==> config.mk <==
export PLATFORM = sky130hd
export DESIGN_NAME = cmp_pipe_unit_flat
export DESIGN_NICKNAME = d
export VERILOG_FILES = /design/src/rtl/cmp_pipe_pkg.sv /design/src/rtl/cmp_pipe_if.sv /design/src/rtl/cmp_core.sv /design/src/rtl/cmp_pipe_unit.sv /design/src/flat_wrapper.sv
export SDC_FILE = /design/constraint.sdc
export NUM_CORES = 1
export LEC_CHECK = 0
export CORE_MARGIN = 4
export CORE_UTILIZATION = 30
export CTS_CLUSTER_DIAMETER = 200
export DETAILED_ROUTE_END_ITERATION = 10
export PLACE_DENSITY = 0.55
export RECOVER_POWER = 100
export SYNTH_ARGS = -nofsm -noshare
export SYNTH_HDL_FRONTEND = slang
export SYNTH_SLANG_ARGS = --single-unit
==> constraint.sdc <==
create_clock -name clk -period 4.5 [get_ports clk]
set_input_delay 1.125 -clock clk [delete_from_list [all_inputs] [get_ports clk]]
set_output_delay 1.125 -clock clk [all_outputs]
set_load 0.05 [all_outputs]
==> src/rtl/cmp_pipe_pkg.sv <==
// Shared types for the pipelined comparator and its combinational core.
package cmp_pipe_pkg;
  localparam int STAT_WIDTH = 16;

  typedef enum logic {
    CMP_UNSIGNED = 1'b0,
    CMP_SIGNED   = 1'b1
  } cmp_mode_e;

  typedef struct packed {
    logic lt;
    logic ge;
    logic eq;
  } cmp_flags_t;
endpackage

==> src/rtl/cmp_pipe_if.sv <==
// Operand/result handshake bundle for cmp_pipe_unit.
interface cmp_pipe_if #(
  parameter int DATA_WIDTH = 20,
  parameter int TAG_WIDTH  = 4
);
  logic                  in_valid;
  logic                  in_ready;
  logic [DATA_WIDTH-1:0] a;
  logic [DATA_WIDTH-1:0] b;
  logic                  is_signed;
  logic [TAG_WIDTH-1:0]  in_tag;
  logic                  out_valid;
  logic                  out_ready;
  logic                  lt;
  logic                  ge;
  logic                  eq;
  logic [TAG_WIDTH-1:0]  out_tag;

  modport master (
    output in_valid, a, b, is_signed, in_tag, out_ready,
    input  in_ready, out_valid, lt, ge, eq, out_tag
  );

  modport slave (
    input  in_valid, a, b, is_signed, in_tag, out_ready,
    output in_ready, out_valid, lt, ge, eq, out_tag
  );
endinterface

==> src/rtl/cmp_core.sv <==
// Combinational lt/ge/eq compare; signed mode biases both MSBs so one
// unsigned magnitude compare serves both modes.
module cmp_core
  import cmp_pipe_pkg::*;
#(
  parameter int DATA_WIDTH = 20
) (
  input  logic [DATA_WIDTH-1:0] a,
  input  logic [DATA_WIDTH-1:0] b,
  input  cmp_mode_e             mode,
  output cmp_flags_t            flags
);
  logic [DATA_WIDTH-1:0] msb_flip;
  logic [DATA_WIDTH-1:0] ax;
  logic [DATA_WIDTH-1:0] bx;
  logic                  lt_w;

  always_comb begin
    msb_flip                 = '0;
    msb_flip[DATA_WIDTH-1]   = (mode == CMP_SIGNED);
    ax                       = a ^ msb_flip;
    bx                       = b ^ msb_flip;
    lt_w                     = (ax < bx);
    flags.lt                 = lt_w;
    flags.ge                 = !lt_w;
    flags.eq                 = (a == b);
  end
endmodule

==> src/rtl/cmp_pipe_unit.sv <==
// Fixed-latency pipelined comparator with valid/ready backpressure.
// Optional CMP_PIPE_STATS_EN adds saturating handshake counters.
module cmp_pipe_unit
  import cmp_pipe_pkg::*;
#(
  parameter int DATA_WIDTH = 20,
  parameter int STAGES     = 2,
  parameter int TAG_WIDTH  = 4
) (
  input  logic                  clk,
  input  logic                  rst,
  cmp_pipe_if.slave             bus
`ifdef CMP_PIPE_STATS_EN
  ,
  input  logic                  stats_clr,
  output logic [STAT_WIDTH-1:0] stat_total,
  output logic [STAT_WIDTH-1:0] stat_lt
`endif
);
  logic                  adv;
  logic [STAGES:1]       vld_pipe;
  logic [DATA_WIDTH-1:0] a_q;
  logic [DATA_WIDTH-1:0] b_q;
  cmp_mode_e             mode_q;
  logic [TAG_WIDTH-1:0]  tag_q;
  cmp_flags_t            s1_flags;
  cmp_flags_t            flg_tail;
  logic [TAG_WIDTH-1:0]  tag_tail;

  // Whole pipe moves in lockstep; bubbles are held, never collapsed.
  assign adv          = !bus.out_valid || bus.out_ready;
  assign bus.in_ready = adv;

  always_ff @(posedge clk) begin
    if (rst) begin
      vld_pipe <= '0;
      a_q      <= '0;
      b_q      <= '0;
      mode_q   <= CMP_UNSIGNED;
      tag_q    <= '0;
    end else if (adv) begin
      vld_pipe[1] <= bus.in_valid;
      for (int i = 2; i <= STAGES; i++) vld_pipe[i] <= vld_pipe[i-1];
      if (bus.in_valid) begin
        a_q    <= bus.a;
        b_q    <= bus.b;
        mode_q <= cmp_mode_e'(bus.is_signed);
        tag_q  <= bus.in_tag;
      end
    end
  end

  cmp_core #(.DATA_WIDTH(DATA_WIDTH)) u_core (
    .a     (a_q),
    .b     (b_q),
    .mode  (mode_q),
    .flags (s1_flags)
  );

  generate
    if (STAGES == 1) begin : g_direct
      assign flg_tail = s1_flags;
      assign tag_tail = tag_q;
    end else begin : g_shift
      cmp_flags_t [STAGES-1:1]                flg_sr;
      logic       [STAGES-1:1][TAG_WIDTH-1:0] tag_sr;

      always_ff @(posedge clk) begin
        if (rst) begin
          flg_sr <= '0;
          tag_sr <= '0;
        end else if (adv) begin
          flg_sr[1] <= s1_flags;
          tag_sr[1] <= tag_q;
          for (int i = 2; i < STAGES; i++) begin
            flg_sr[i] <= flg_sr[i-1];
            tag_sr[i] <= tag_sr[i-1];
          end
        end
      end

      assign flg_tail = flg_sr[STAGES-1];
      assign tag_tail = tag_sr[STAGES-1];
    end
  endgenerate

  // Flags are masked on bubbles so they read 0 rather than stale data.
  assign bus.out_valid = vld_pipe[STAGES];
  assign bus.lt        = vld_pipe[STAGES] & flg_tail.lt;
  assign bus.ge        = vld_pipe[STAGES] & flg_tail.ge;
  assign bus.eq        = vld_pipe[STAGES] & flg_tail.eq;
  assign bus.out_tag   = tag_tail;

`ifdef CMP_PIPE_STATS_EN
  logic hs;
  assign hs = bus.out_valid && bus.out_ready;

  always_ff @(posedge clk) begin
    if (rst || stats_clr) begin
      stat_total <= '0;
      stat_lt    <= '0;
    end else if (hs) begin
      if (stat_total != '1)          stat_total <= stat_total + 16'd1;
      if (bus.lt && (stat_lt != '1)) stat_lt    <= stat_lt + 16'd1;
    end
  end
`endif
endmodule

==> src/flat_wrapper.sv <==
// flat-port wrapper written by rule: the top's interface ports become plain ports
module cmp_pipe_unit_flat import cmp_pipe_pkg::*;
#(
  parameter int DATA_WIDTH = 20,
  parameter int STAGES     = 2,
  parameter int TAG_WIDTH  = 4
)
  (clk, rst, bus_in_valid, bus_a, bus_b, bus_is_signed, bus_in_tag, bus_out_ready, bus_in_ready, bus_out_valid, bus_lt, bus_ge, bus_eq, bus_out_tag);
  cmp_pipe_if #(.DATA_WIDTH(DATA_WIDTH), .TAG_WIDTH(TAG_WIDTH)) bus_i ();
  input  logic clk;
  input  logic rst;
  input wire logic [$bits(bus_i.in_valid)-1:0] bus_in_valid;
  input wire logic [$bits(bus_i.a)-1:0] bus_a;
  input wire logic [$bits(bus_i.b)-1:0] bus_b;
  input wire logic [$bits(bus_i.is_signed)-1:0] bus_is_signed;
  input wire logic [$bits(bus_i.in_tag)-1:0] bus_in_tag;
  input wire logic [$bits(bus_i.out_ready)-1:0] bus_out_ready;
  output wire logic [$bits(bus_i.in_ready)-1:0] bus_in_ready;
  output wire logic [$bits(bus_i.out_valid)-1:0] bus_out_valid;
  output wire logic [$bits(bus_i.lt)-1:0] bus_lt;
  output wire logic [$bits(bus_i.ge)-1:0] bus_ge;
  output wire logic [$bits(bus_i.eq)-1:0] bus_eq;
  output wire logic [$bits(bus_i.out_tag)-1:0] bus_out_tag;
  assign bus_i.in_valid = bus_in_valid;
  assign bus_i.a = bus_a;
  assign bus_i.b = bus_b;
  assign bus_i.is_signed = bus_is_signed;
  assign bus_i.in_tag = bus_in_tag;
  assign bus_i.out_ready = bus_out_ready;
  assign bus_in_ready = bus_i.in_ready;
  assign bus_out_valid = bus_i.out_valid;
  assign bus_lt = bus_i.lt;
  assign bus_ge = bus_i.ge;
  assign bus_eq = bus_i.eq;
  assign bus_out_tag = bus_i.out_tag;
  cmp_pipe_unit #(.DATA_WIDTH(DATA_WIDTH), .STAGES(STAGES), .TAG_WIDTH(TAG_WIDTH)) u_core (.clk(clk), .rst(rst), .bus(bus_i));
endmodule
==> results of run 1 <==
-- cell families (layout without fill, tap and decap cells) --
group	after synthesis	count (layout)	share of synthesized area
XOR/XNOR	1	1	0.00679
AND/OR/NAND/NOR	125	125	0.211
AO/OA/AOI/OAI	72	72	0.170
buffers and inverters	38	89	0.0611
adder cells (fa/ha/maj)	19	19	0.0992
flip-flops	54	54	0.451
-- per-layer routing --
metal  part of all wire  vias to the layer above  wire length (µm)  track usage
li1                   -                     1107                 -            -
met4             0.0088                        0                48       0.0288
met5                  0                        -                 0            0
met1               0.48                      926              2590        0.150
met2               0.46                       50              2480        0.192
met3              0.056                        6               305       0.0373
-- placed cells by master, fill, tap and decap left out, drive strengths merged, types with 2 or more instances in the layout --
| master | n |
|---|---|
| o21ai | 3 |
| nor2 | 4 |
| nand3 | 3 |
| and2 | 4 |
| nand2 | 107 |
| nor3 | 2 |
| dlygate4sd3 | 8 |
| nand4 | 2 |
| nor2b | 2 |
| ha | 19 |
| inv | 22 |
| clkdlybuf4s50 | 47 |
| o31ai | 2 |
| clkbuf | 10 |
| dfxtp | 54 |
| a21oi | 59 |
-- through the flow --
step | area [µm²] | power (W) | hold WS [ns]
after CTS | 3130 | 0.00100 | 0.462
after global placement | 3040 | 0.000715 | 0.441
final | 3120 | 0.000978 | 0.455
after floorplan | 2400 | 0.000640 | 0.427
after global routing | 3120 | 0.00104 | 0.476
after detailed placement | 3040 | 0.000717 | 0.449
-- cell type report --
type                    count  area share
flip-flops and latches     54       0.346
inverters                  22      0.0265
clock buffers               7      0.0277
well taps                 102      0.0409
multi-input cells         217       0.374
repair buffers             59       0.182
clock inverters             1     0.00160
-- power by group through the flow --
stage / Combinational [W] / Sequential, W / Clock [W]
after global routing: 0.000203 / 0.000527 / 0.000307
after CTS: 0.000183 / 0.000524 / 0.000294
after global placement: 0.000181 / 0.000534 / 0
after floorplan: 0.000104 / 0.000537 / 0
final: 0.000179 / 0.000523 / 0.000276
after detailed placement: 0.000183 / 0.000535 / 0
-- critical path: stages --
cell and delay [ns]:
clkdlybuf4s50_1 0.40, nor2b_1 0.10, clkbuf_1 0.40, inv_1 0.25
clkbuf_1 0.35
-- state kept, by name, summed over array words and instances, names as in the netlist --
register	flops
u_core.a_q	20
u_core.flg_tail	3
u_core.bus.out_tag	4
u_core.vld_pipe	2
u_core.b_q	20
u_core.tag_q	4
u_core.mode_q	1
-- how the worst min path moves through the flow --
stage               cells past startpoint  slack (ns)                          startpoint                                  to
finish                                  2        0.45  u_core.bus.out_tag[1]$_SDFFE_PP0N_  u_core.bus.out_tag[1]$_SDFFE_PP0N_
global route                            2        0.48  u_core.bus.out_tag[1]$_SDFFE_PP0N_  u_core.bus.out_tag[1]$_SDFFE_PP0N_
CTS                                     2        0.46  u_core.bus.out_tag[1]$_SDFFE_PP0N_  u_core.bus.out_tag[1]$_SDFFE_PP0N_
detailed placement                      2        0.45  u_core.bus.out_tag[1]$_SDFFE_PP0N_  u_core.bus.out_tag[1]$_SDFFE_PP0N_
global placement                        2        0.44     u_core.flg_tail[0]$_SDFFE_PP0N_     u_core.flg_tail[0]$_SDFFE_PP0N_
floorplan                               2        0.43     u_core.flg_tail[0]$_SDFFE_PP0N_     u_core.flg_tail[0]$_SDFFE_PP0N_
==> impl_results.html, run 1 <==
<table>
<tr><th>Metric</th><th>Value</th></tr>
<tr><th colspan="2">Placement</th></tr>
<tr><td>Gpl congestion</td><td>between 0.7 and 0.8</td></tr>
<tr><td>Worst slack at placement</td><td>~1.1 ns</td></tr>
<tr><td>DPL Wire Length</td><td>around 3800 µm</td></tr>
<tr><td>Number of instances in the placed design</td><td>between 400 and 500</td></tr>
<tr><td>Port bufs</td><td>between 50 and 60</td></tr>
<tr><th colspan="2">STA</th></tr>
<tr><td>Final WS setup</td><td>between 0.7 and 0.8 ns</td></tr>
<tr><td>Setup repair after global routing missed its margin</td><td>no</td></tr>
<tr><td>Number of max-slew violations in the final report</td><td>55</td></tr>
<tr><td>Sum Neg Setup Slack</td><td>0 ns</td></tr>
<tr><td>Measured slew at the worst slew-check pin</td><td>~2.4 ns</td></tr>
<tr><td>Worst slew margin relative to its limit</td><td>-0.614</td></tr>
<tr><td>Number of failing hold endpoints at the final stage</td><td>0</td></tr>
<tr><td>Post-route fraction of the period consumed by the critical path</td><td>0.835</td></tr>
<tr><td>Final setup violation count</td><td>0</td></tr>
<tr><td>Maximum frequency from static timing analysis</td><td>0.266 GHz</td></tr>
<tr><td>Final critical-path required period</td><td>3.76 ns</td></tr>
<tr><td>Worst clock skew</td><td>between 0.004 and 0.005 ns</td></tr>
<tr><th colspan="2">Finish</th></tr>
<tr><td>Fill cell total of the finished layout</td><td>~820</td></tr>
<tr><td>Non-filler instance count after layout</td><td>between 400 and 500</td></tr>
<tr><td>Antenna diode count</td><td>0</td></tr>
<tr><td>Sequential cell area</td><td>roughly 1100 µm²</td></tr>
<tr><td>Core Util, Final</td><td>0.404</td></tr>
<tr><td>Relative area change from synthesis to final layout</td><td>30.2%</td></tr>
<tr><td>Multi-input gate area in the final layout</td><td>between 1000 and 1500 µm²</td></tr>
<tr><td>Net count of the finished layout</td><td>~430</td></tr>
<tr><td>Fraction of layout instances using a drive strength above 1</td><td>0.0361</td></tr>
<tr><th colspan="2">Outcome</th></tr>
<tr><td>Run status</td><td>finished with violations</td></tr>
<tr><td>Violated checks</td><td>max-capacitance violations, max-slew violations</td></tr>
<tr><th colspan="2">Global route</th></tr>
<tr><td>Overall Global Routing Usage</td><td>0.117</td></tr>
<tr><td>Wire length of the first global-routing pass</td><td>between 9000 and 10000 µm</td></tr>
<tr><td>Total congestion overflow</td><td>0</td></tr>
<tr><td>Pin count of the biggest net entering global routing</td><td>55</td></tr>
<tr><td>Vias in the first global route</td><td>2000</td></tr>
<tr><td>Antenna violations before repair</td><td>0</td></tr>
<tr><th colspan="2">Logic synthesis</th></tr>
<tr><td>Top cells by area in the synthesized netlist</td><td>dfxtp_1 45%, nand2_1 17%, a21oi_1 12%, ha_1 9.9%, inv_1 3.3%</td></tr>
<tr><td>Commonest cells in the netlist</td><td>106 x nand2_1, 59 x a21oi_1, 54 x dfxtp_1, 21 x inv_1, 19 x ha_1</td></tr>
<tr><td>Post-Synthesis Net Count</td><td>between 300 and 400</td></tr>
<tr><td>Proportion of netlist area held by the largest area contributor</td><td>0.451</td></tr>
<tr><td>Portion of the post-synthesis area used by sequential elements</td><td>0.451</td></tr>
<tr><td>Number of distinct standard cells referenced by the synthesized netlist</td><td>29</td></tr>
<tr><td>Synthesized area</td><td>roughly 2400 µm²</td></tr>
<tr><td>Most frequent cell after synthesis</td><td>nand2_1</td></tr>
<tr><td>Yosys top cell by area</td><td>dfxtp_1</td></tr>
<tr><td>Synth Area per Inst</td><td>about 7.8 µm²</td></tr>
<tr><td>Warning count from the yosys run</td><td>0</td></tr>
<tr><td>Flip-flop and latch count after synthesis</td><td>54</td></tr>
<tr><td>Dominant synthesized flop cell</td><td>dfxtp_1</td></tr>
<tr><td>Number of enable-type register cells in the synthesized netlist</td><td>0</td></tr>
<tr><td>Number of instances in the synthesized netlist</td><td>309</td></tr>
<tr><td>Async SR Flop Fraction</td><td>0</td></tr>
<tr><th colspan="2">Clock tree</th></tr>
<tr><td>Clock tree from TritonCTS</td><td>built</td></tr>
<tr><td>Clock buffers created by TritonCTS</td><td>5</td></tr>
<tr><td>Worst-case clock buffer depth</td><td>2</td></tr>
<tr><td>Clock latency at the later pin of the worst-skew pair</td><td>approximately 0.30 ns</td></tr>
<tr><td>Clock-pin slew of the registers on the worst-case setup and hold paths</td><td>~0.09 ns</td></tr>
<tr><td>Cell at the root of the clock tree</td><td>clkbuf_8</td></tr>
<tr><td>CTS sink cnt</td><td>54</td></tr>
<tr><td>Post-CTS repair timing setup buffer count</td><td>0</td></tr>
<tr><td>Cts-stage hold buffer count</td><td>0</td></tr>
<tr><td>Post-cts gate resize count</td><td>0</td></tr>
<tr><td>Maximum level of the CTS H-tree</td><td>2</td></tr>
<tr><th colspan="2">Setup path</th></tr>
<tr><td>Data arrival time of the critical path</td><td>approximately 2.6 ns</td></tr>
<tr><td>Crit Reg-Reg Endpoint</td><td>u_core.a_q[3]$_SDFFE_PP0P_</td></tr>
<tr><td>Biggest fanout along the worst timing path</td><td>11</td></tr>
<tr><td>Setup crit start</td><td>bus_out_ready</td></tr>
<tr><td>Length in cells of the worst reg-to-reg path</td><td>7</td></tr>
<tr><td>Slack of the worst reg-to-reg path</td><td>1.78 ns</td></tr>
<tr><td>Data required time of the worst path</td><td>approximately 3.4 ns</td></tr>
<tr><td>Launch instance of the worst register-to-register path</td><td>u_core.vld_pipe[2]$_SDFFE_PP0N_</td></tr>
<tr><td>End point of the critical path</td><td>bus_in_ready</td></tr>
<tr><td>Type of the setup path with the least slack</td><td>input port to output port</td></tr>
<tr><td>Critical Path Start Type</td><td>input port</td></tr>
<tr><td>Critical Path Sink Type</td><td>output port</td></tr>
<tr><th colspan="2">Floorplanning</th></tr>
<tr><td>Count of boundary I/O pins</td><td>just under 60</td></tr>
<tr><td>Full die area</td><td>9480 µm²</td></tr>
<tr><td>Row count</td><td>32</td></tr>
<tr><td>Floorplan Core Area</td><td>7730 µm²</td></tr>
<tr><td>Starting utilization of the core area</td><td>0.310</td></tr>
<tr><td>Die width</td><td>97.4 µm</td></tr>
<tr><td>Die Ht</td><td>around 100 µm</td></tr>
<tr><th colspan="2">Drt</th></tr>
<tr><td>Overall via count from detail_route</td><td>around 2100</td></tr>
<tr><td>Initial DRT Pass Iterations</td><td>4</td></tr>
<tr><td>DRC marker count from the first detailed-route iteration</td><td>87</td></tr>
<tr><td>Via density per instance</td><td>between 4 and 5</td></tr>
<tr><td>Post-route ant nets</td><td>0</td></tr>
<tr><td>DRC violation count after routing</td><td>0</td></tr>
<tr><td>Post-detailed-route wirelength per cell</td><td>around 12 µm</td></tr>
<tr><td>Final wirelength</td><td>around 5400 µm</td></tr>
<tr><th colspan="2">Pwr</th></tr>
<tr><td>Switch share</td><td>0.267</td></tr>
<tr><td>Part of the total power dissipated in sequential elements</td><td>0.535</td></tr>
<tr><td>Leakage</td><td>~1.3 nW</td></tr>
<tr><td>Power Dens Cells</td><td>roughly 310 nW/µm²</td></tr>
<tr><td>Total net switching power</td><td>about 0.00026 W</td></tr>
<tr><td>Internal cell power</td><td>around 0.00072 W</td></tr>
<tr><td>Share of total power in the clock network</td><td>0.283</td></tr>
<tr><td>Fraction of power consumed by combinational cells</td><td>0.183</td></tr>
<tr><td>Max VDD drop</td><td>around 0.13 mV</td></tr>
<tr><th colspan="2">Worst hold path</th></tr>
<tr><td>Type of the worst min-delay path</td><td>flop to flop</td></tr>
<tr><th colspan="2">Job</th></tr>
<tr><td>MaxCap Viol Count</td><td>1</td></tr>
</table>
(Power assumes the default switching activity.)
==> run 2, diff against run 1 <==
==> constraint.sdc (replaced) <==
create_clock -name clk -period 3.5 [get_ports clk]
set_input_delay 0.875 -clock clk [delete_from_list [all_inputs] [get_ports clk]]
set_output_delay 0.875 -clock clk [all_outputs]
set_load 0.05 [all_outputs]
==> run 2 against run 1 <==
The run now ends clean. First-iteration DRC count decreased by 5.7%. Combinational power grew 27%. Cell count is 0.43% higher. Sequential power is 28% higher. Non-clock buffer count increased by 2. Largest power group unchanged. Largest cell class unchanged. Final area rose by 0.92%. Sequential share of layout area is 0.32 points lower. Clock skew up 0.0042 ns. Sequential cell count unchanged.
==> impl_results.html, run 2 (synthesized netlist as in run 1, its figures left out) <==
<table>
<tr><th>Metric</th><th>Value</th></tr>
<tr><th colspan="2">Clock tree</th></tr>
<tr><td>Cts-stage hold buffer count</td><td>0</td></tr>
<tr><td>Cell at the root of the clock tree</td><td>clkbuf_8</td></tr>
<tr><td>Clock buffers created by TritonCTS</td><td>5</td></tr>
<tr><td>Clock latency at the later pin of the worst-skew pair</td><td>approximately 0.30 ns</td></tr>
<tr><td>Post-CTS repair timing setup buffer count</td><td>0</td></tr>
<tr><td>Clock tree from TritonCTS</td><td>built</td></tr>
<tr><td>Maximum level of the CTS H-tree</td><td>2</td></tr>
<tr><td>Clock-pin slew of the registers on the worst-case setup and hold paths</td><td>0.09 ns</td></tr>
<tr><td>Worst-case clock buffer depth</td><td>2</td></tr>
<tr><td>Post-cts gate resize count</td><td>0</td></tr>
<tr><td>CTS sink cnt</td><td>54</td></tr>
<tr><th colspan="2">STA</th></tr>
<tr><td>Post-route fraction of the period consumed by the critical path</td><td>0.802</td></tr>
<tr><td>Number of failing hold endpoints at the final stage</td><td>0</td></tr>
<tr><td>Number of max-slew violations in the final report</td><td>0</td></tr>
<tr><td>Sum Neg Setup Slack</td><td>0 ns</td></tr>
<tr><td>Setup repair after global routing missed its margin</td><td>no</td></tr>
<tr><td>Worst clock skew</td><td>about 0.0089 ns</td></tr>
<tr><td>Worst slew margin relative to its limit</td><td>0.421</td></tr>
<tr><td>Measured slew at the worst slew-check pin</td><td>~0.87 ns</td></tr>
<tr><td>Worst slack on hold paths</td><td>around 0.45 ns</td></tr>
<tr><td>Maximum frequency from static timing analysis</td><td>0.356 GHz</td></tr>
<tr><td>Final setup violation count</td><td>0</td></tr>
<tr><td>Final critical-path required period</td><td>2.81 ns</td></tr>
<tr><th colspan="2">Finish</th></tr>
<tr><td>Non-filler instance count after layout</td><td>approximately 460</td></tr>
<tr><td>Net count of the finished layout</td><td>between 400 and 500</td></tr>
<tr><td>Antenna diode count</td><td>0</td></tr>
<tr><td>Fraction of layout instances using a drive strength above 1</td><td>0.0414</td></tr>
<tr><td>Largest regs</td><td>u_core.a_q (20), u_core.b_q (20)</td></tr>
<tr><td>Leading cell type in the layout, fill and taps excluded</td><td>nand2_1</td></tr>
<tr><td>Core Util, Final</td><td>0.408</td></tr>
<tr><td>Relative area change from synthesis to final layout</td><td>31.4%</td></tr>
<tr><td>Top library cells by usage in the layout, fill and taps aside</td><td>106 x nand2_1, 59 x a21oi_1, 54 x dfxtp_1, 46 x clkdlybuf4s50_1, 22 x inv_1</td></tr>
<tr><th colspan="2">Outcome</th></tr>
<tr><td>Run status</td><td>finished clean</td></tr>
<tr><th colspan="2">Setup path</th></tr>
<tr><td>Setup crit start</td><td>bus_out_ready</td></tr>
<tr><td>CP bufs+invs</td><td>3</td></tr>
<tr><td>Launch instance of the worst register-to-register path</td><td>u_core.b_q[18]$_SDFFE_PP0P_</td></tr>
<tr><td>Length in cells of the worst reg-to-reg path</td><td>7</td></tr>
<tr><td>Slowest cell delay on critical path</td><td>0.53 ns</td></tr>
<tr><td>Number of cells on the critical path</td><td>4</td></tr>
<tr><td>Critical Path Sink Type</td><td>output port</td></tr>
<tr><td>Slack of the worst reg-to-reg path</td><td>between 1.5 and 2 ns</td></tr>
<tr><td>Type of the setup path with the least slack</td><td>input port to output port</td></tr>
<tr><td>Data arrival time of the critical path</td><td>1.93 ns</td></tr>
<tr><td>Critical Path Start Type</td><td>input port</td></tr>
<tr><td>Slowest cell on the critical path</td><td>dlygate4sd3_1</td></tr>
<tr><td>Data required time of the worst path</td><td>roughly 2.6 ns</td></tr>
<tr><td>Crit path max-delay family</td><td>buffers and inverters</td></tr>
<tr><td>List of cells traversed by the critical path</td><td>dlygate4sd3_1 -&gt; nor2b_1 -&gt; inv_1 -&gt; buf_4</td></tr>
<tr><td>End point of the critical path</td><td>bus_in_ready</td></tr>
<tr><td>Crit Reg-Reg Endpoint</td><td>u_core.flg_tail[1]$_SDFFE_PP0N_</td></tr>
<tr><td>Biggest fanout along the worst timing path</td><td>8</td></tr>
<tr><th colspan="2">Pwr</th></tr>
<tr><td>Share of total power in the clock network</td><td>0.314</td></tr>
<tr><td>Part of the total power dissipated in sequential elements</td><td>0.513</td></tr>
<tr><td>Total net switching power</td><td>approximately 0.00034 W</td></tr>
<tr><td>Power Dens Cells</td><td>~420 nW/µm²</td></tr>
<tr><td>Max VDD drop</td><td>roughly 0.20 mV</td></tr>
<tr><td>Internal cell power</td><td>approximately 0.001 W</td></tr>
<tr><td>Fraction of power consumed by combinational cells</td><td>0.173</td></tr>
<tr><td>Switch share</td><td>0.256</td></tr>
<tr><td>Leakage</td><td>1.27 nW</td></tr>
<tr><th colspan="2">Global route</th></tr>
<tr><td>Pin count of the biggest net entering global routing</td><td>between 40 and 50</td></tr>
<tr><td>Vias in the first global route</td><td>about 2000</td></tr>
<tr><td>Total congestion overflow</td><td>0</td></tr>
<tr><td>Wire length of the first global-routing pass</td><td>9200 µm</td></tr>
<tr><td>Antenna violations before repair</td><td>0</td></tr>
<tr><td>Overall Global Routing Usage</td><td>0.116</td></tr>
<tr><th colspan="2">Drt</th></tr>
<tr><td>Total met2 wirelength after detailed routing</td><td>2330 µm</td></tr>
<tr><td>Post-route ant nets</td><td>0</td></tr>
<tr><td>Metal-1 WL</td><td>approximately 2600 µm</td></tr>
<tr><td>Initial DRT Pass Iterations</td><td>4</td></tr>
<tr><td>Uppermost layer routed</td><td>met4</td></tr>
<tr><td>Overall via count from detail_route</td><td>about 2100</td></tr>
<tr><td>DRC marker count from the first detailed-route iteration</td><td>just over 80</td></tr>
<tr><td>Post-detailed-route wirelength per cell</td><td>approximately 11 µm</td></tr>
<tr><td>DRC violation count after routing</td><td>0</td></tr>
<tr><td>Met3 layer wire length in the routed design</td><td>323 µm</td></tr>
<tr><td>Final wirelength</td><td>between 5000 and 6000 µm</td></tr>
<tr><td>Via density per instance</td><td>approximately 4.5</td></tr>
<tr><th colspan="2">Job</th></tr>
<tr><td>MaxCap Viol Count</td><td>0</td></tr>
<tr><th colspan="2">Placement</th></tr>
<tr><td>DPL Wire Length</td><td>3860 µm</td></tr>
<tr><td>Gpl congestion</td><td>just over 0.7</td></tr>
<tr><td>Port bufs</td><td>between 50 and 60</td></tr>
<tr><td>Number of instances in the placed design</td><td>~460</td></tr>
<tr><th colspan="2">Floorplanning</th></tr>
<tr><td>Die Ht</td><td>between 90 and 100 µm</td></tr>
<tr><td>Starting utilization of the core area</td><td>0.310</td></tr>
<tr><td>Floorplan Core Area</td><td>about 7700 µm²</td></tr>
<tr><td>Row count</td><td>32</td></tr>
<tr><td>Count of boundary I/O pins</td><td>58</td></tr>
<tr><td>Die width</td><td>97.4 µm</td></tr>
<tr><td>Full die area</td><td>between 9000 and 10000 µm²</td></tr>
<tr><th colspan="2">Worst hold path</th></tr>
<tr><td>Type of the worst min-delay path</td><td>flop to flop</td></tr>
</table>
run 2: cell types whose count changed in the layout (fill, tap and decap cells not counted), sizes merged:
cell / before / now
dlygate4sd3: 8 / 9
buf: 1 / 5
clkdlybuf4s50: 47 / 46
bufinv: 0 / 1
clkbuf: 10 / 8
clkinv: 1 / 0
run 2: through the flow:
step / cell area, µm² / total power (W) / setup slack [ns]
2_1_floorplan: 2400 / 0.000823 / 1.44
3_3_place_gp: 3050 / 0.000917 / 0.852
3_5_place_dp: 3050 / 0.000922 / 0.842
4_1_cts: 3160 / 0.00134 / 0.842
5_1_grt: 3150 / 0.00139 / 0.587
6_report: 3150 / 0.00131 / 0.693
run 2: worst min-delay path by stage:
stage | startpoint | to | depth (start not counted)
final | u_core.bus.out_tag[1]$_SDFFE_PP0N_ | u_core.bus.out_tag[1]$_SDFFE_PP0N_ | 2
after CTS | u_core.b_q[6]$_SDFFE_PP0P_ | u_core.b_q[6]$_SDFFE_PP0P_ | 2
after floorplan | u_core.flg_tail[0]$_SDFFE_PP0N_ | u_core.flg_tail[0]$_SDFFE_PP0N_ | 2
after global routing | u_core.bus.out_tag[3]$_SDFFE_PP0N_ | u_core.bus.out_tag[3]$_SDFFE_PP0N_ | 2
after detailed placement | u_core.tag_q[2]$_SDFFE_PP0P_ | u_core.tag_q[2]$_SDFFE_PP0P_ | 2
after global placement | u_core.tag_q[0]$_SDFFE_PP0P_ | u_core.bus.out_tag[0]$_SDFFE_PP0N_ | 2
run 2: cell type report:
class	count	area, µm²
flip-flops and latches	54	1080
clock inverters	1	30.0
well taps	102	128
fillers	824	4580
multi-input cells	217	1160
repair buffers	61	589
inverters	22	82.6
clock buffers	7	76.3
run 2: metal layers:
| metal | GRT usage | vias up |
|---|---|---|
| met2 | 0.186 | 50 |
| met5 | 0 | - |
| met1 | 0.150 | 918 |
| met3 | 0.0352 | 6 |
| met4 | 0.0383 | 0 |
| li1 | - | 1111 |
run 2: power groups by stage:
stage          Clock, W  Combinational, W  Sequential, W
3_5_place_dp          0          0.000234       0.000688
5_1_grt        0.000454          0.000259       0.000678
6_report       0.000413          0.000227       0.000672
2_1_floorplan         0          0.000133       0.000690
4_1_cts        0.000430          0.000235       0.000673
3_3_place_gp          0          0.000231       0.000686
run 2: worst register-to-register path: cells and delay by family, from the launching register on:
kind,cells,cell delay (ns)
buffers and inverters,1,0.04
AOI/OAI and AO/OA,4,1.02
and+or+nand+nor,1,0.13
DFF,1,0.34
adders and majority gates,1,0.20
==> run 3, diff against run 2 <==
==> constraint.sdc (replaced) <==
create_clock -name clk -period 2.9 [get_ports clk]
set_input_delay 0.725 -clock clk [delete_from_list [all_inputs] [get_ports clk]]
set_output_delay 0.725 -clock clk [all_outputs]
set_load 0.05 [all_outputs]
==> run 3 against run 2 <==
Critical path depth is the same. Count of clock-buffer cells in the layout is the same. Final area did not move. Combinational power up 23%. Worst setup slack got worse by 0.36 ns. Die area unchanged.
==> impl_results.html, run 3 (synthesized netlist as in run 1, its figures left out) <==
<table>
<tr><th>Metric</th><th>Value</th></tr>
<tr><th colspan="2">Clock tree</th></tr>
<tr><td>Maximum level of the CTS H-tree</td><td>2</td></tr>
<tr><td>Post-CTS repair timing setup buffer count</td><td>0</td></tr>
<tr><td>Worst-case clock buffer depth</td><td>2</td></tr>
<tr><td>Clock tree from TritonCTS</td><td>built</td></tr>
<tr><td>Cell at the root of the clock tree</td><td>clkbuf_8</td></tr>
<tr><td>Cts-stage hold buffer count</td><td>0</td></tr>
<tr><td>Clock buffers created by TritonCTS</td><td>5</td></tr>
<tr><td>Clock-pin slew of the registers on the worst-case setup and hold paths</td><td>0.09 ns</td></tr>
<tr><td>Clock latency at the later pin of the worst-skew pair</td><td>approximately 0.31 ns</td></tr>
<tr><td>Post-cts gate resize count</td><td>0</td></tr>
<tr><td>CTS sink cnt</td><td>54</td></tr>
<tr><th colspan="2">Drt</th></tr>
<tr><td>DRC marker count from the first detailed-route iteration</td><td>50</td></tr>
<tr><td>Initial DRT Pass Iterations</td><td>4</td></tr>
<tr><td>Via density per instance</td><td>about 4.5</td></tr>
<tr><td>DRC violation count after routing</td><td>0</td></tr>
<tr><td>Post-route ant nets</td><td>0</td></tr>
<tr><td>Post-detailed-route wirelength per cell</td><td>roughly 12 µm</td></tr>
<tr><td>Overall via count from detail_route</td><td>around 2100</td></tr>
<tr><td>Final wirelength</td><td>5520 µm</td></tr>
<tr><th colspan="2">Global route</th></tr>
<tr><td>Wire length of the first global-routing pass</td><td>9800 µm</td></tr>
<tr><td>Pin count of the biggest net entering global routing</td><td>47</td></tr>
<tr><td>Total congestion overflow</td><td>0</td></tr>
<tr><td>Overall Global Routing Usage</td><td>0.123</td></tr>
<tr><td>Vias in the first global route</td><td>2150</td></tr>
<tr><td>Antenna violations before repair</td><td>0</td></tr>
<tr><th colspan="2">STA</th></tr>
<tr><td>Final setup violation count</td><td>0</td></tr>
<tr><td>Sum Neg Setup Slack</td><td>0 ns</td></tr>
<tr><td>Worst clock skew</td><td>around 0.0063 ns</td></tr>
<tr><td>Measured slew at the worst slew-check pin</td><td>about 0.9 ns</td></tr>
<tr><td>Maximum frequency from static timing analysis</td><td>just under 0.4 GHz</td></tr>
<tr><td>Number of failing hold endpoints at the final stage</td><td>0</td></tr>
<tr><td>Setup repair after global routing missed its margin</td><td>no</td></tr>
<tr><td>Number of max-slew violations in the final report</td><td>0</td></tr>
<tr><td>Final critical-path required period</td><td>between 2 and 3 ns</td></tr>
<tr><td>Post-route fraction of the period consumed by the critical path</td><td>0.884</td></tr>
<tr><td>Worst slew margin relative to its limit</td><td>0.401</td></tr>
<tr><th colspan="2">Setup path</th></tr>
<tr><td>Crit Reg-Reg Endpoint</td><td>u_core.b_q[10]$_SDFFE_PP0P_</td></tr>
<tr><td>Biggest fanout along the worst timing path</td><td>8</td></tr>
<tr><td>Critical Path Start Type</td><td>input port</td></tr>
<tr><td>Slowest cell on the critical path</td><td>dlygate4sd3_1</td></tr>
<tr><td>Slack of the worst reg-to-reg path</td><td>roughly 0.97 ns</td></tr>
<tr><td>Data arrival time of the critical path</td><td>1.84 ns</td></tr>
<tr><td>Launch instance of the worst register-to-register path</td><td>u_core.vld_pipe[2]$_SDFFE_PP0N_</td></tr>
<tr><td>Type of the setup path with the least slack</td><td>input port to output port</td></tr>
<tr><td>Critical Path Sink Type</td><td>output port</td></tr>
<tr><td>Length in cells of the worst reg-to-reg path</td><td>6</td></tr>
<tr><td>Data required time of the worst path</td><td>2.17 ns</td></tr>
<tr><td>List of cells traversed by the critical path</td><td>dlygate4sd3_1 -&gt; nor2b_1 -&gt; inv_1 -&gt; clkbuf_2</td></tr>
<tr><td>Slowest cell delay on critical path</td><td>0.54 ns</td></tr>
<tr><th colspan="2">Finish</th></tr>
<tr><td>Core Util, Final</td><td>0.408</td></tr>
<tr><td>Fraction of layout instances using a drive strength above 1</td><td>0.0468</td></tr>
<tr><td>Top library cells by usage in the layout, fill and taps aside</td><td>106 x nand2_1, 59 x a21oi_1, 54 x dfxtp_1, 46 x clkdlybuf4s50_1, 22 x inv_1</td></tr>
<tr><td>Largest regs</td><td>u_core.a_q (20), u_core.b_q (20)</td></tr>
<tr><td>Relative area change from synthesis to final layout</td><td>31.4%</td></tr>
<tr><td>Leading cell type in the layout, fill and taps excluded</td><td>nand2_1</td></tr>
<tr><td>Net count of the finished layout</td><td>between 400 and 500</td></tr>
<tr><td>Antenna diode count</td><td>0</td></tr>
<tr><th colspan="2">Floorplanning</th></tr>
<tr><td>Die Ht</td><td>97.4 µm</td></tr>
<tr><td>Row count</td><td>32</td></tr>
<tr><td>Count of boundary I/O pins</td><td>just under 60</td></tr>
<tr><td>Full die area</td><td>around 9500 µm²</td></tr>
<tr><td>Die width</td><td>a little under 100 µm</td></tr>
<tr><td>Floorplan Core Area</td><td>7730 µm²</td></tr>
<tr><td>Starting utilization of the core area</td><td>0.310</td></tr>
<tr><th colspan="2">Worst hold path</th></tr>
<tr><td>Hold Crit Start</td><td>u_core.bus.out_tag[1]$_SDFFE_PP0N_</td></tr>
<tr><td>Worst hold stages</td><td>2</td></tr>
<tr><td>Endpoint, Worst Hold</td><td>u_core.bus.out_tag[1]$_SDFFE_PP0N_</td></tr>
<tr><td>Type of the worst min-delay path</td><td>flop to flop</td></tr>
<tr><th colspan="2">Outcome</th></tr>
<tr><td>Run status</td><td>finished clean</td></tr>
<tr><th colspan="2">Pwr</th></tr>
<tr><td>Pwr Total</td><td>0.00152 W</td></tr>
<tr><td>Power Dens Cells</td><td>around 480 nW/µm²</td></tr>
<tr><td>Max VDD drop</td><td>0.199 mV</td></tr>
<tr><td>Leakage</td><td>approximately 1.3 nW</td></tr>
<tr><th colspan="2">Placement</th></tr>
<tr><td>Gpl congestion</td><td>between 0.7 and 0.8</td></tr>
<tr><td>DPL Wire Length</td><td>roughly 3900 µm</td></tr>
<tr><td>Port bufs</td><td>57</td></tr>
<tr><th colspan="2">Job</th></tr>
<tr><td>MaxCap Viol Count</td><td>0</td></tr>
</table>
## run 3: cell types whose count changed in the layout (fill, tap and decap cells not counted), sizes merged
cell / delta
clkbuf: +2
buf: -1
bufinv: -1
clkinv: +1
## run 3: worst max path at each step
| stage | from | to | slack [ns] | cells after the start |
|---|---|---|---|---|
| floorplan | u_core.vld_pipe[2]$_SDFFE_PP0N_ | bus_eq | 1.03 | 1 |
| global placement | bus_out_ready | bus_in_ready | 0.54 | 4 |
| detailed placement | bus_out_ready | bus_in_ready | 0.54 | 4 |
| CTS | u_core.vld_pipe[2]$_SDFFE_PP0N_ | bus_lt | 0.46 | 2 |
| global route | bus_out_ready | u_core.b_q[12]$_SDFFE_PP0P_ | 0.25 | 7 |
| finish | bus_out_ready | bus_in_ready | 0.34 | 4 |
## run 3: metrics by stage
| step | hold WS (ns) | std cells | cell area, µm² | worst slack, ns |
|---|---|---|---|---|
| after floorplan | 0.427 | 309 | 2400 | 1.03 |
| after global placement | 0.442 | 457 | 3070 | 0.544 |
| after detailed placement | 0.449 | 457 | 3070 | 0.542 |
| after CTS | 0.462 | 465 | 3160 | 0.455 |
| after global routing | 0.479 | 465 | 3150 | 0.246 |
| final | 0.456 | 465 | 3150 | 0.338 |
## run 3: area by class of cell
class,instances,area (µm²)
fill,839,4580
multi-input combinational,217,1160
sequential,54,1080
timing repair buffer,62,604
tap,102,128
clock buffer,7,86.3
inverter,22,82.6
clock inverter,1,5.00
## run 3: where the power goes
| group | total, W | switching [W] | internal, W |
|---|---|---|---|
| combinational | 0.000279 | 0.000144 | 0.000135 |
| sequential | 0.000812 | 0.0000251 | 0.000787 |
| clock | 0.000434 | 0.000241 | 0.000193 |
| total | 0.00152 | 0.000410 | 0.00111 |
## run 3: layer usage
layer  vias to the layer above  GRT usage  routed length [µm]
li1                       1114          -                   -
met1                       941      0.154                2630
met2                        47      0.207                2510
met3                         7     0.0337                 311
met4                         0     0.0383                  64
met5                         -          0                   0
## run 3: worst max-delay path, delay by kind of cell
kind          cells  cell delay [ns]
buf+inv           3             0.96
simple gates      1             0.15
